==> src/rtl/mem_stage_lsu.sv <==
// mem_stage_lsu: MEM-stage load/store unit. Takes the EX/MEM entry, runs the
// data-memory request/response transaction and then presents aligned and
// extended load data on the m_* outputs into the MEM/WB register. stall
// freezes IF..EX/MEM while a transaction is outstanding.
// Optional feature macro: LSU_TIMEOUT_EN adds a grant/response watchdog
// (TIMEOUT_CYCLES) and the bus_err output.
//
// Handshake: the request phase is a valid/ready pair. mem_req is valid and
// mem_gnt is ready. The request is accepted on a clock edge where both are
// high. Once mem_req is raised, mem_we/mem_addr/mem_be/mem_wdata stay stable
// until that edge. The response phase has one valid signal, mem_rvalid,
// with no back-pressure. It is only sampled in WAIT, which starts the cycle
// after the grant.
module mem_stage_lsu #(
    parameter int ADDR_W         = 32,
    parameter int TIMEOUT_CYCLES = 255
) (
    input  logic              clk,
    input  logic              rst,
    input  logic              x_valid,
    input  logic              x_MemRead,
    input  logic              x_MemWrite,
    input  logic [2:0]        x_funct3,
    input  logic [31:0]       x_alu_result,
    input  logic [31:0]       x_store_data,
    input  logic [4:0]        x_rd,
    input  logic              x_RegWrite,
    input  logic              x_MemToReg,
    output logic              mem_req,
    input  logic              mem_gnt,
    output logic              mem_we,
    output logic [ADDR_W-1:0] mem_addr,
    output logic [3:0]        mem_be,
    output logic [31:0]       mem_wdata,
    input  logic              mem_rvalid,
    input  logic [31:0]       mem_rdata,
    output logic              stall,
    output logic              misalign,
    output logic [31:0]       m_read_data,
    output logic [31:0]       m_reg_data,
    output logic [4:0]        m_rd,
    output logic              m_RegWrite,
    output logic              m_MemToReg,
    output logic [1:0]        dbg_state
`ifdef LSU_TIMEOUT_EN
    ,
    output logic              bus_err
`endif
);

    typedef enum logic [1:0] {
        S_IDLE = 2'd0,
        S_REQ  = 2'd1,
        S_WAIT = 2'd2,
        S_DONE = 2'd3
    } state_t;

    state_t      state_q, state_d;

    // Latched EX/MEM entry, valid from REQ through DONE
    logic        rd_q;
    logic        wr_q;
    logic [2:0]  f3_q;
    logic [31:0] addr_q;
    logic [31:0] sdata_q;
    logic [4:0]  dst_q;
    logic        regw_q;
    logic        m2r_q;
    logic [31:0] rdata_q;

    logic        in_idle;
    logic        x_mem_op;
    logic        x_aligned;
    logic        start;
    logic        mis_c;
    logic        timeout_hit;
    logic        timed_out;

    logic [2:0]  cur_f3;
    logic [31:0] cur_addr;
    logic [31:0] cur_sdata;
    logic [7:0]  ld_byte;
    logic [15:0] ld_half;
    logic [31:0] load_val;

    assign in_idle   = (state_q == S_IDLE);
    assign x_mem_op  = x_valid & (x_MemRead | x_MemWrite);
    assign start     = ~rst & in_idle & x_mem_op & x_aligned;
    assign mis_c     = ~rst & in_idle & x_mem_op & ~x_aligned;
    assign dbg_state = state_q;

    // Alignment check of the incoming access: bytes always, halves on even, words on 4
    always_comb begin
        x_aligned = 1'b1;
        case (x_funct3[1:0])
            2'b00:   x_aligned = 1'b1;
            2'b01:   x_aligned = ~x_alu_result[0];
            default: x_aligned = (x_alu_result[1:0] == 2'b00);
        endcase
    end

    // Bus fields come straight from EX/MEM in IDLE and from the latches afterwards
    assign cur_f3    = in_idle ? x_funct3 : f3_q;
    assign cur_addr  = in_idle ? x_alu_result : addr_q;
    assign cur_sdata = in_idle ? x_store_data : sdata_q;
    assign mem_addr  = {cur_addr[ADDR_W-1:2], 2'b00};

    // Byte-lane enables and replicated store data for the current access size
    always_comb begin
        mem_be    = 4'b1111;
        mem_wdata = cur_sdata;
        case (cur_f3[1:0])
            2'b00: begin
                mem_be    = 4'b0001 << cur_addr[1:0];
                mem_wdata = {4{cur_sdata[7:0]}};
            end
            2'b01: begin
                mem_be    = cur_addr[1] ? 4'b1100 : 4'b0011;
                mem_wdata = {2{cur_sdata[15:0]}};
            end
            default: begin
                mem_be    = 4'b1111;
                mem_wdata = cur_sdata;
            end
        endcase
    end

    // Select the addressed lane of the captured word and extend it
    always_comb begin
        ld_byte = rdata_q[7:0];
        case (addr_q[1:0])
            2'd0: ld_byte = rdata_q[7:0];
            2'd1: ld_byte = rdata_q[15:8];
            2'd2: ld_byte = rdata_q[23:16];
            2'd3: ld_byte = rdata_q[31:24];
            default: ld_byte = rdata_q[7:0];
        endcase
        ld_half  = addr_q[1] ? rdata_q[31:16] : rdata_q[15:0];
        load_val = rdata_q;
        case (f3_q)
            3'b000:  load_val = {{24{ld_byte[7]}}, ld_byte};
            3'b100:  load_val = {24'd0, ld_byte};
            3'b001:  load_val = {{16{ld_half[15]}}, ld_half};
            3'b101:  load_val = {16'd0, ld_half};
            default: load_val = rdata_q;
        endcase
    end

    // State register; reset aborts any transaction back to IDLE
    always_ff @(posedge clk or posedge rst) begin
        if (rst) begin
            state_q <= S_IDLE;
        end else begin
            state_q <= state_d;
        end
    end

    // Next-state logic
    always_comb begin
        state_d = state_q;
        case (state_q)
            S_IDLE: begin
                if (start) begin
                    state_d = mem_gnt ? S_WAIT : S_REQ;
                end
            end
            S_REQ: begin
                if (mem_gnt) begin
                    state_d = S_WAIT;
                end else if (timeout_hit) begin
                    state_d = S_DONE;
                end
            end
            S_WAIT: begin
                if (mem_rvalid || timeout_hit) begin
                    state_d = S_DONE;
                end
            end
            S_DONE:  state_d = S_IDLE;
            default: state_d = S_IDLE;
        endcase
    end

    // Output logic: passthrough in IDLE, latched entry while the access is in flight
    always_comb begin
        mem_req     = 1'b0;
        mem_we      = 1'b0;
        stall       = 1'b0;
        misalign    = 1'b0;
        m_read_data = 32'd0;
        m_reg_data  = addr_q;
        m_rd        = dst_q;
        m_RegWrite  = 1'b0;
        m_MemToReg  = m2r_q;
        case (state_q)
            S_IDLE: begin
                m_reg_data = x_alu_result;
                m_rd       = x_rd;
                m_MemToReg = x_MemToReg;
                if (start) begin
                    mem_req = 1'b1;
                    mem_we  = x_MemWrite;
                    stall   = 1'b1;
                end else if (mis_c) begin
                    misalign = 1'b1;
                end else begin
                    m_RegWrite = ~rst & x_valid & x_RegWrite;
                end
            end
            S_REQ: begin
                mem_req = 1'b1;
                mem_we  = wr_q;
                stall   = 1'b1;
            end
            S_WAIT: begin
                stall = 1'b1;
            end
            S_DONE: begin
                m_read_data = timed_out ? 32'hDEAD_BEEF : load_val;
                m_RegWrite  = regw_q & ~timed_out;
            end
            default: ;
        endcase
    end

    // Capture the EX/MEM entry at request time and the read word on the load response
    always_ff @(posedge clk or posedge rst) begin
        if (rst) begin
            rd_q    <= 1'b0;
            wr_q    <= 1'b0;
            f3_q    <= 3'd0;
            addr_q  <= 32'd0;
            sdata_q <= 32'd0;
            dst_q   <= 5'd0;
            regw_q  <= 1'b0;
            m2r_q   <= 1'b0;
            rdata_q <= 32'd0;
        end else if (start) begin
            rd_q    <= x_MemRead;
            wr_q    <= x_MemWrite;
            f3_q    <= x_funct3;
            addr_q  <= x_alu_result;
            sdata_q <= x_store_data;
            dst_q   <= x_rd;
            regw_q  <= x_RegWrite;
            m2r_q   <= x_MemToReg;
            rdata_q <= 32'd0;
        end else if (state_q == S_WAIT && mem_rvalid && rd_q) begin
            rdata_q <= mem_rdata;
        end
    end

`ifdef LSU_TIMEOUT_EN
    logic [31:0] cnt_q, cnt_d;
    logic        to_q, to_d;

    assign timeout_hit = (cnt_q == 32'(TIMEOUT_CYCLES - 1));
    assign timed_out   = to_q;
    assign bus_err     = (state_q == S_DONE) & to_q;

    // Watchdog: counts cycles spent in REQ/WAIT, cleared while IDLE
    always_comb begin
        cnt_d = 32'd0;
        to_d  = 1'b0;
        case (state_q)
            S_REQ: begin
                cnt_d = cnt_q + 32'd1;
                to_d  = ~mem_gnt & timeout_hit;
            end
            S_WAIT: begin
                cnt_d = cnt_q + 32'd1;
                to_d  = ~mem_rvalid & timeout_hit;
            end
            default: ;
        endcase
    end

    // Watchdog counter and timeout flag registers
    always_ff @(posedge clk or posedge rst) begin
        if (rst) begin
            cnt_q <= 32'd0;
            to_q  <= 1'b0;
        end else begin
            cnt_q <= cnt_d;
            to_q  <= to_d;
        end
    end
`else
    logic [31:0] unused_timeout;

    assign timeout_hit    = 1'b0;
    assign timed_out      = 1'b0;
    assign unused_timeout = 32'(TIMEOUT_CYCLES);
`endif

endmodule

==> config.mk <==
export PLATFORM = sky130hd
export DESIGN_NAME = mem_stage_lsu
export DESIGN_NICKNAME = d
export VERILOG_FILES = /design/src/rtl/mem_stage_lsu.sv
export SDC_FILE = /design/constraint.sdc
export NUM_CORES = 1
export LEC_CHECK = 0
export CORE_MARGIN = 5
export CORE_UTILIZATION = 35
export DETAILED_ROUTE_END_ITERATION = 7
export GPL_TIMING_DRIVEN = 0
export HOLD_SLACK_MARGIN = 0.05
export PLACE_DENSITY = 0.78
export SETUP_SLACK_MARGIN = 0.1
export SLEW_MARGIN = 25
export SYNTH_ARGS = -nofsm -noshare
export SYNTH_HDL_FRONTEND = slang
export SYNTH_SLANG_ARGS = --single-unit
==> constraint.sdc <==
create_clock -name clk -period 5.1 [get_ports clk]
set_input_delay 1.02 -clock clk [delete_from_list [all_inputs] [get_ports clk]]
set_output_delay 1.02 -clock clk [all_outputs]
set_load 0.005 [all_outputs]
==> flow_summary_export.csv, run 1 <==
group,metric,value,unit
cts,cts_resized,0,
worst_setup_path,reg2reg_to,"dbg_state[1]",
cts,insertion_delay,350,ps
synth,synth_area,6490,µm²
worst_setup_path,worstPathArrival,3510,ps
drt,num_vias,5759,
layout,layout_common_cells,"255 x clkdlybuf4s50_1, 120 x mux2_2, 110 x dfrtp_1, 77 x nand2_1, 43 x a21oi_1",
synth,postSynthCellCount,618,
cts,cts_tree,"done",
grt,grt_pass1_wl,33.9,mm
worst_setup_path,crit_required,4080,ps
power,pwr-share-clk,12.8,%
cts,cts.hold.buffers_added,0,
floorplanning,start_util,35.9,%
worst_setup_path,worstSetupEndpoint,"mem_wdata[23]",
synth,synth_top_family_by_area,"multiplexers",
timing,worst_pin_slew,577,ps
synth,yosysWarnings,0,
worst_setup_path,path_max_fanout,10,
grt,grt_max_degree,67,
timing,fmax,0.221,GHz
grt,busiest_layer,"met2",
power,p_sw,2.25,mW
worst_setup_path,critPathKind,"input port to output port",
worst_setup_path,ff2ff_path_depth,8,
floorplanning,coreArea,18100,µm²
timing,fin_tns_setup,0,ps
place,gp_congestion,0.909,
grt,met3_usage,6.60,%
power,p_per_area,659,nW/µm²
grt,grt_pass1_vias,6010,
cts,postCtsSetupRepairBufs,0,
timing,period_share,88.8,%
synth,yosysUniqueCellTypes,46,
layout,fin_util,53.7,%
synth,synth_top_flop_cell,"dfrtp_1",
worst_setup_path,worst_path_max_delay_cell,"clkdlybuf4s50_1",
layout,drive_above_1_share,23.6,%
timing,rsz0062_at_grt,"false",
synth,avgSynthCellArea,10.5,µm²
synth,ys_seq_elements,110,
synth,synth_fa_ha_area_share,0.964,%
synth,synthMuxAreaShare,26.3,%
layout,n_fill_cell,1588,
drt,avgViaCountPerCell,5.14,
place,io_buffers,255,
layout,nNetsFinal,1004,
floorplanning,die_area,21400,µm²
layout,layout_commonest_cell,"clkdlybuf4s50_1",
worst_setup_path,endpoint_kind,"output port",
cts,htree_levels,3,
synth,synth-edff-count,0,
floorplanning,io_pins,258,
layout,diodes,0,
drt,drc,0,
worst_setup_path,start_kind,"input port",
hold_path,hold_path_class,"flop to flop",
worst_setup_path,rr_startpoint,"dbg_state[0]",
power,swShare,35.1,%
timing,report.final.slew_viol_count,0,
timing,setup_viol,0,
timing,whs,507,ps
power,seqPwrFrac,24.2,%
drt,drt_iter0_markers,255,
synth,async_reset_ff_share,100,%
floorplanning,die_h,146,µm
layout,fin_cells,1120,
flow_run,max_cap_viol_count,0,
drt,ant_nets,0,
drt,drt_first_pass_iters,5,
timing,hold_viol,0,
grt,grt_overflow,0,
grt,use_met1,23.7,%
cts,cts_buffers,9,
cts,clk_path_buf_depth,2,
synth,yosysSeqAreaShare,42.4,%
cts,clkTransAtPathRegs,80,ps
timing,max-slew-margin-rel,61.4,%
drt,wl,21.6,mm
worst_setup_path,max_stage_delay,580,ps
worst_setup_path,crit_start,"x_funct3[1]",
layout,area_growth,49.6,%
floorplanning,die_w,146,µm
power,ir_worst_vdd,0.000385,V
worst_setup_path,crit_family,"buffers and inverters",
synth,synth-simple-area-share,8.60,%
worst_setup_path,cp_num_cells,7,
grt,grt.met2_usage,34.5,%
outcome,status,"completed",
worst_setup_path,r2r_slack,2840,ps
place,dp_hpwl,16.8,mm
timing,skew,10.2,ps
worst_setup_path,path_cells,"clkdlybuf4s50_1 -> and2_1 -> clkbuf_1 -> nor2_1 -> buf_2 -> mux2i_1 -> clkdlybuf4s50_1",
synth,synth-compound-area-share,13.0,%
drt,wire_per_inst,19.3,µm
worst_setup_path,cp_num_buf_inv,4,
floorplanning,num_rows,49,
power,p_comb_share,63.0,%
grt,antenna_found_initial,0,
cts,clock-sinks,110,
power,p_leak,4.21,nW
grt,track_usage,19.7,%
timing,post-route-min-period,4530,ps
place,placed_cells,1104,
worst_setup_path,crit_top_cell,"clkdlybuf4s50_1",
synth,synth_xor_area_share,0,%
cts,cts_root_buffer,"clkbuf_16",
power,internal_power,4.15,mW
## registers in the layout, indices dropped and copies added (netlist names)
name and flops:
wr_q 1, dst_q 5, sdata_q 32, rd_q 1, f3_q 3, rdata_q 32, m2r_q 1, addr_q 32
regw_q 1, dbg_state 2
## synth_stat cells (2+ instances only)
cell type / n / area, µm²
dfrtp_1: 110 / 2750
mux2i_1: 32 / 320
mux2_2: 120 / 1350
buf_2: 17 / 85.1
nand2_1: 77 / 289
a31oi_1: 4 / 25.0
o22ai_1: 18 / 113
and2_1: 3 / 18.8
clkbuf_1: 16 / 60.1
a221o_1: 8 / 80.1
a21o_1: 16 / 120
o221a_2: 4 / 45.0
nand2b_1: 3 / 18.8
nor2_1: 17 / 63.8
a221oi_1: 10 / 87.6
buf_1: 2 / 7.51
nor2b_1: 3 / 18.8
inv_1: 25 / 93.8
nor3_1: 8 / 40.0
ha_1: 5 / 62.6
buf_4: 41 / 308
a211oi_1: 2 / 15.0
a21oi_1: 43 / 215
nor3b_1: 2 / 15.0
o21ai_0: 11 / 55.1
## cells by family (layout without fill, tap and decap cells)
kind of cell	after synthesis	count (layout)
other	1	2
adders and majority gates	5	5
DFF	110	110
muxes	154	154
buffers and inverters	102	374
AOI/OAI and AO/OA	124	124
and+or+nand+nor	122	122
## stage by stage
stage | instance area (µm²) | total power, mW | worst slack (ps)
after floorplan | 6500 | 3.53 | 1180
after global placement | 9340 | 5.52 | -756
after detailed placement | 9370 | 5.60 | 561
after CTS | 9710 | 6.46 | 553
after global routing | 9710 | 6.81 | 409
final | 9710 | 6.40 | 572
## per-layer routing
| metal | routed length [µm] | vias up |
|---|---|---|
| met5 | 0 | - |
| met3 | 1900 | 28 |
| met2 | 10800 | 243 |
| met1 | 8580 | 2789 |
| li1 | - | 2699 |
| met4 | 331 | 0 |
## cell type report
class / instances / area, µm² / area share, %
Sequential cell: 110 / 2750 / 28.3
Timing Repair Buffer: 256 / 2580 / 26.6
Inverter: 25 / 98.8 / 1.02
Clock buffer: 9 / 225 / 2.32
Clock inverter: 7 / 121 / 1.25
Buffer: 77 / 472 / 4.86
Tap cell: 229 / 287 / 2.95
Multi-Input combinational cell: 407 / 3180 / 32.7
## worst register-to-register path, cell delays in order (launching register included)
cell and delay, ps:
dfrtp_1 430, inv_1 150, ha_1 210, buf_2 290, buf_4 260, buf_2 310, o41ai_1 170, o221ai_1 150
mux2i_1 220
## how the worst min path moves through the flow
stage	cells after the start	endpoint	start
after floorplan	1	addr_q[21]	addr_q[21]
after global placement	1	addr_q[14]	addr_q[14]
after detailed placement	1	addr_q[17]	addr_q[17]
after CTS	1	addr_q[5]	addr_q[5]
after global routing	1	sdata_q[16]	sdata_q[16]
final	1	addr_q[15]	addr_q[15]
## power groups by stage
stage          clock (mW)  combinational (mW)  sequential, mW
6_report            0.823                4.03            1.55
3_5_place_dp            0                4.04            1.56
3_3_place_gp            0                3.99            1.53
2_1_floorplan           0                2.07            1.46
5_1_grt             0.873                4.34            1.59
4_1_cts             0.846                4.07            1.54
(Power assumes the default switching activity.)
==> run 2: changes to the inputs <==
- CTS_CLUSTER_DIAMETER: not set -> 80
- SKIP_CTS_REPAIR_TIMING: not set -> 1
==> results of run 2 <==
The final DEF is identical to that of run 1; final timing and power are the same.
==> run 3: changes to the inputs <==
- clock period: 5.1 -> 4.96 ns (I/O delays scaled with it)
==> results of run 3 <==
Same layout as run 1 (identical final DEF). Status: completed.
Among the figures that moved: setup slack after placement 561 ps -> 477 ps; setup slack after layout 572 ps -> 488 ps; register-to-register setup slack 2840 ps -> 2700 ps; total power 6.40 mW -> 6.58 mW; worst IR drop on VDD 0.000385 V -> 0.000396 V
